`config.mk`:
```
export PLATFORM = sky130hd
export DESIGN_NAME = pwm_multi
export DESIGN_NICKNAME = d
export VERILOG_FILES = /design/src/rtl/pwm_multi.sv
export SDC_FILE = /design/constraint.sdc
export NUM_CORES = 1
export LEC_CHECK = 0
export ABC_CLOCK_PERIOD_IN_PS = 3800
export CORE_UTILIZATION = 57
export DETAILED_ROUTE_END_ITERATION = 10
export GPL_TIMING_DRIVEN = 0
export PLACE_DENSITY = 0.85
export SLEW_MARGIN = 20
export SYNTH_ARGS = -nofsm -noshare
export SYNTH_HDL_FRONTEND = slang
export SYNTH_SLANG_ARGS = --single-unit
```
`constraint.sdc`:
```
create_clock -name clk -period 3.8 [get_ports clk]
set_input_delay 0.76 -clock clk [delete_from_list [all_inputs] [get_ports clk]]
set_output_delay 0.76 -clock clk [all_outputs]
set_load 0.02 [all_outputs]
```
`src/rtl/pwm_multi.sv`:
```
// pwm_multi: multi-channel PWM generator driven by one shared counter.
// Period, per-channel duty and alignment mode are double-buffered into
// shadow registers that reload only at a period boundary (or while the block
// is disabled), so a running period is never disturbed by register writes.
//
// Optional feature macro: PWM_CENTER_EN
//   defined   -> center input, dir flop and center-aligned counting compiled in
//   undefined -> edge-aligned only; center input is ignored
module pwm_multi #(
  parameter int N        = 8,
  parameter int CHANNELS = 4
) (
  input  logic                  clk,
  input  logic                  rst,
  input  logic                  ena,
  input  logic [N-1:0]          period,
  input  logic [CHANNELS*N-1:0] duty,
  input  logic                  center,
  output logic [CHANNELS-1:0]   out,
  output logic                  sync
);

  localparam logic [N-1:0] CNT_ZERO = {N{1'b0}};
  localparam logic [N-1:0] CNT_ONE  = {{(N-1){1'b0}}, 1'b1};
  localparam logic [N-1:0] CNT_MAX  = {N{1'b1}};
  localparam logic [0:0]   DIR_UP   = 1'b0;
  localparam logic [0:0]   DIR_DOWN = 1'b1;

  logic [N-1:0]          cnt_r;
  logic [N-1:0]          ps_r;
  logic [CHANNELS*N-1:0] ds_r;
  logic [CHANNELS-1:0]   out_r;
  logic                  sync_r;

  logic [N-1:0]          cnt_nxt_s;
  logic                  boundary_s;
  logic                  dir_up_s;
  logic [CHANNELS-1:0]   out_nxt_s;
  logic                  sync_nxt_s;

`ifdef PWM_CENTER_EN
  logic [0:0] dir_r;
  logic       cs_r;
  logic [0:0] dir_nxt_s;
  logic       center_mode_s;

  assign dir_up_s      = (dir_r == DIR_UP);
  // Center mode with a zero period degenerates to edge mode.
  assign center_mode_s = cs_r && (ps_r != CNT_ZERO);

  // Counter sequencing: edge ramp 0..Ps, or center triangle 0..Ps-1,Ps-1..0.
  always_comb begin
    cnt_nxt_s  = cnt_r;
    dir_nxt_s  = DIR_UP;
    boundary_s = 1'b0;
    if (center_mode_s) begin
      if (dir_r == DIR_UP) begin
        if (cnt_r == (ps_r - CNT_ONE)) begin
          // Top of the triangle: repeat this value once on the way down.
          cnt_nxt_s = cnt_r;
          dir_nxt_s = DIR_DOWN;
        end else begin
          cnt_nxt_s = cnt_r + CNT_ONE;
          dir_nxt_s = DIR_UP;
        end
      end else begin
        if (cnt_r == CNT_ZERO) begin
          boundary_s = 1'b1;
          cnt_nxt_s  = CNT_ZERO;
          dir_nxt_s  = DIR_UP;
        end else begin
          cnt_nxt_s = cnt_r - CNT_ONE;
          dir_nxt_s = DIR_DOWN;
        end
      end
    end else begin
      if (cnt_r == ps_r) begin
        boundary_s = 1'b1;
        cnt_nxt_s  = CNT_ZERO;
      end else begin
        cnt_nxt_s = cnt_r + CNT_ONE;
      end
      dir_nxt_s = DIR_UP;
    end
  end

  // Direction and mode shadow: reset/disable park them in up, live mode.
  always_ff @(posedge clk or negedge rst) begin
    if (!rst) begin
      dir_r <= DIR_UP;
      cs_r  <= 1'b0;
    end else if (!ena) begin
      dir_r <= DIR_UP;
      cs_r  <= center;
    end else begin
      dir_r <= dir_nxt_s;
      if (boundary_s) begin
        cs_r <= center;
      end else begin
        cs_r <= cs_r;
      end
    end
  end
`else
  logic center_unused_s;

  // Edge-only build: the mode input has no effect.
  assign center_unused_s = center;
  assign dir_up_s        = 1'b1;

  // Counter sequencing: edge ramp 0..Ps then wrap.
  always_comb begin
    cnt_nxt_s  = cnt_r;
    boundary_s = 1'b0;
    if (cnt_r == ps_r) begin
      boundary_s = 1'b1;
      cnt_nxt_s  = CNT_ZERO;
    end else begin
      cnt_nxt_s = cnt_r + CNT_ONE;
    end
  end
`endif

  // Per-channel compare; an all-ones duty is pinned high at any period.
  always_comb begin
    out_nxt_s = {CHANNELS{1'b0}};
    for (int ch = 0; ch < CHANNELS; ch++) begin
      out_nxt_s[ch] = (cnt_r < ds_r[ch*N +: N]) || (ds_r[ch*N +: N] == CNT_MAX);
    end
    sync_nxt_s = (cnt_r == CNT_ZERO) && dir_up_s;
  end

  // Counter, period/duty shadows and registered outputs.
  always_ff @(posedge clk or negedge rst) begin
    if (!rst) begin
      cnt_r  <= CNT_ZERO;
      ps_r   <= CNT_ZERO;
      ds_r   <= {(CHANNELS*N){1'b0}};
      out_r  <= {CHANNELS{1'b0}};
      sync_r <= 1'b0;
    end else if (!ena) begin
      // Disabled: hold at period start and keep shadows tracking live inputs.
      cnt_r  <= CNT_ZERO;
      ps_r   <= period;
      ds_r   <= duty;
      out_r  <= {CHANNELS{1'b0}};
      sync_r <= 1'b0;
    end else begin
      cnt_r  <= cnt_nxt_s;
      out_r  <= out_nxt_s;
      sync_r <= sync_nxt_s;
      if (boundary_s) begin
        ps_r <= period;
        ds_r <= duty;
      end else begin
        ps_r <= ps_r;
        ds_r <= ds_r;
      end
    end
  end

  assign out  = out_r;
  assign sync = sync_r;

endmodule

```
## After elaboration in Yosys (flattened, before gate mapping)

Index checks and enable logic that the tools add are counted.

| operators by class | value |
|---|---|
| $add $sub $neg | 1 |
| multiply operators | 0 |
| div/mod/pow operators | 0 |
| order comparisons | 4 |
| equality and inequality tests | 6 |
| shift-type cells | 0 |
| multiplexer cells | 9 |
| bitwise operators | 0 |
| reductions and logical operators | 5 |

Operator list:

| operator | count |
|---|---|
| two-way mux 32 bit | 2 |
| equality test 8 bit (second input constant) | 4 |
| < comparator 8 bit | 4 |
| two-way mux 8 bit | 4 |
| adder 8 x 1 -> 8 bit (second input constant) | 1 |
| equality test 8 bit | 1 |
| zero test 8 bit | 1 |
| logical OR 1 bit | 4 |
| two-way mux 4 bit | 1 |
| two-way mux 1 bit | 2 |
| inequality test 2 x 1 -> 1 bit (second input constant) | 1 |

| storage, ports and cells | value |
|---|---|
| register bits | 53 |
| bits in latches | 0 |
| bits in writable memories | 0 |
| bits in read-only memories | 0 |
| bits of input ports | 44 |
| output and inout bits | 5 |
| word-level logic and storage cells | 30 |
| memories kept | 0 |

## Longest topological paths before layout

| depth | value |
|---|---|
| depth in word-level cells | 4 |
| gate-level depth with buffers | 7 |

## Worst setup path after synthesis

Ideal clock, no wire load.

| timing | value |
|---|---|
| path kind | register -> register |
| start point | register cnt_r[5] |
| end point | register ds_r[26] |
| library setup time | 0.125 ns |
| data arrival time | 1.528 ns |
| required time | 3.675 ns |
| slack | 2.147 ns |
| stages on the path, launching flop included | 7 |
| period minus slack after synthesis | 1.653 ns |
| cells stage by stage | dfrtp_1 > xnor2_1 > nand4_1 > o21ai_2 > buf_6 > buf_12 > mux2_4 |

| between the ends | value |
|---|---|
| longest elaborated chain between the ends | 3 |

Ends and longest elaborated chain:

| what | line | source |
|---|---|---|
| start: declaration | 29 | `logic [N-1:0] cnt_r;` |
| start signal: assignment | 149 | `cnt_r <= cnt_nxt_s;` |
| equality test 8 bit | 115 | `if (cnt_r == ps_r) begin` |
| two-way mux 1 bit | 115 |  |
| inequality test 2 x 1 -> 1 bit (no line) | n/a |  |
| end signal: assignment | 138 | `ds_r <= {(CHANNELS*N){1'b0}};` |
| end signal: assignment | 145 | `ds_r <= duty;` |
| end signal: assignment | 154 | `ds_r <= duty;` |
| end: declaration | 31 | `logic [CHANNELS*N-1:0] ds_r;` |

No other way between the ends.
A chain may end at the register's enable or synchronous reset.

## Worst setup path in the final report

| timing | value |
|---|---|
| start point | input port ena |
| end point | register ps_r[4] |

| between the ends | value |
|---|---|
| longest elaborated chain between the ends | 1 |
| elaborated cells on any way between the ends | 2 |

Ends and longest elaborated chain:

| what | line | source |
|---|---|---|
| start: declaration | 15 | `input logic ena,` |
| inequality test 2 x 1 -> 1 bit (no line) or two-way mux 8 bit (tied branches) | n/a |  |
| end signal: assignment | 144 | `ps_r <= period;` |
| end signal: assignment | 153 | `ps_r <= period;` |
| end signal: assignment | 156 | `ps_r <= ps_r;` |
| end: declaration | 30 | `logic [N-1:0] ps_r;` |

Parallel ways exist; a longest one is shown, timed or not.

==> results.toml <==
[status]
status = "complete, no violations"

[yosys]
yosys.area.top_type_share_pct = 45.18
yosysMostFrequentCell = "dfrtp_1"
ys_top_cells_by_area = "dfrtp_1 45%, ha_1 13%, mux2_2 11%"
yosysUniqueCellTypes = 26
syn_inst = 251
async_flop_share_pct = 100.0
synthFlopType = "dfrtp_1"
yosys-top-cells-count = "53 x dfrtp_1, 31 x inv_1, 30 x ha_1"
synth_top_cell_by_area = "dfrtp_1"
synth_nets = 325
ys_warn_count = 0
synth_area_um2 = 2935
seq_area_frac_synth_pct = 45.18
synth-seq-cells = 53
syn_area_per_cell_um2 = 11.69
synth_edf_count = 0

[routing]
totalWireLength_um = 5463
vias = 2034
drc = 0
dr.pass1.iters = 4
wl_per_cell_um = 14.69
viasPerCell = 5.468
ant_nets = 0
dr.first_iter.drc_count = 64

[pwr]
power.density_nw_per_um2 = 350.9
p_leak_nw = 1.741
pwr-share-comb_pct = 18.3
p_int_w = 0.0009449
netSwitchingPower_w = 0.0003153
p_seq_share_pct = 52.3
clkPwrFrac_pct = 29.5
swShare_pct = 25.02
peakVddDrop_v = 0.0002977
p_total_w = 0.001260

[cells_and_area]
stdcell_area_um2 = 3591
drive_gt1_share_pct = 18.03
area_delta_synth_final_pct = 22.34
nets = 379
final_core_util_pct = 74.06
diodes = 0

[clocking]
clock_latency_ns = 0.30
post_cts_buffers = 0
cts_buffers = 5
cts_max_path_buffers = 2
clkSlewWorstSetupHoldPaths_ns = 0.09
cts_resized = 0
htree_levels = 2
root_buffer = "clkbuf_8"
tritoncts = "built"
cts_hold_buf = 0
cts_sinks = 53

[worst_hold_path]
hp-class = "in -> async"

[die]
die_area_um2 = 5441
pin_count = 49
die_w_um = 73.76
die_y_um = 73.76
coreArea_um2 = 4848
start_util_pct = 60.54
fp-row-count = 25

[place]
place.gp.congestion = 0.7688
hpwl_um = 3902
place_area_um2 = 3487
numPortBuffers = 47

[sta]
max_slew_margin_pct = 56.03
fin_setup_tns_ns = 0
setup_viol_count_final = 0
period_minus_slack_ns = 2.043
fmax_mhz = 489.5
rsz0062_at_grt = "no"
worstMarginPinSlew_ns = 0.6595
final-hold-violation-count = 0
drv_slew = 0
fin_skew_ns = 0.01180
finalCritPeriodShare_pct = 53.76
hold_ws_ns = 0.4742

[job]
drv_cap = 0

[critical_path]
arrival_ns = 2.23
end_kind = "flip-flop"
start_kind = "primary input"
path_class = "in -> reg"
crit_fanout = 10
worstPathRequired_ns = 3.99

[grt]
antenna_found_initial = 0
grt_usage_pct = 23.28
grt_pass1_wl_um = 9556
grt_pass1_vias = 2103
grt_max_degree = 54
grt_overflow = 0
## layer usage
metal / GRT usage [%] / part of all wire (%) / vias to the layer above
met2: 42.20 / 50 / 38
met5: 0 / 0 / -
met3: 4.115 / 2.9 / 7
met4: 5.983 / 0.82 / 0
met1: 28.42 / 46 / 1011
li1: - / - / 978
## logic make-up after synthesis
logic type	synth area share, %
XOR/XNOR	4.177
flip-flops	45.18
multiplexers	16.88
AO/OA/AOI/OAI	7.289
adder cells (fa/ha/maj)	12.79
buffers and inverters	6.095
AND/OR/NAND/NOR	7.587
## layout make-up
| cell class | instances | area [um2] |
|---|---|---|
| clock inverters | 2 | 35.03 |
| clock buffers | 5 | 68.82 |
| inverters | 31 | 116.4 |
| repair buffers | 47 | 467.9 |
| flip-flops and latches | 53 | 1326 |
| fillers | 361 | 1257 |
| plain buffers | 6 | 62.56 |
| well taps | 67 | 83.83 |
| multi-input cells | 161 | 1430 |
## through the flow
| step | worst slack (ns) | std cells |
|---|---|---|
| 2_1_floorplan | 2.147 | 251 |
| 3_3_place_gp | 0.4593 | 365 |
| 3_5_place_dp | 1.465 | 365 |
| 4_1_cts | 1.774 | 372 |
| 5_1_grt | 1.743 | 372 |
| 6_report | 1.757 | 372 |
## placed cells by master, fill, tap and decap left out, drive strengths merged, types with 2 or more instances in the layout
master / count
dfrtp: 53
clkdlybuf4s50: 46
mux2: 40
inv: 31
ha: 30
nor2: 16
nand4: 10
nand3: 9
xnor2: 9
o21ai: 9
a21oi: 8
buf: 7
xor2: 5
clkbuf: 5
nand2b: 4
a2111oi: 4
o21a: 4
o21bai: 4
a21o: 4
and3: 2
## flip-flops by register name, indices dropped and copies added (netlist names)
register  flops
sync          1
ps_r          8
out           4
cnt_r         8
ds_r         32
## final timing paths
path	from	endpoint	depth (start not counted)	slack, ns
max	ena	ps_r[4]	5	1.76
max reg2reg	cnt_r[5]	ps_r[4]	6	1.88
min	rst	ds_r[26]	1	0.47
min reg2reg	ds_r[4]	ds_r[4]	1	0.54
min in group clk	ds_r[4]	ds_r[4]	1	0.54
max in group asynchronous	rst	ds_r[4]	1	2.87
## power groups by stage
| stage | logic, W | clock network, W | registers (W) |
|---|---|---|---|
| 2_1_floorplan | 0.000141 | 0 | 0.000659 |
| 3_3_place_gp | 0.000222 | 0 | 0.000667 |
| 3_5_place_dp | 0.000232 | 0 | 0.000669 |
| 4_1_cts | 0.000233 | 0.000379 | 0.000659 |
| 5_1_grt | 0.000261 | 0.000400 | 0.000666 |
| 6_report | 0.000230 | 0.000372 | 0.000659 |
## worst max-delay path: stages
cell,delay (ns)
clkdlybuf4s50_1,0.68
o21ai_2,0.15
buf_6,0.18
buf_12,0.15
mux2_4,0.29
Note: power is estimated with default switching activity, not from simulation.
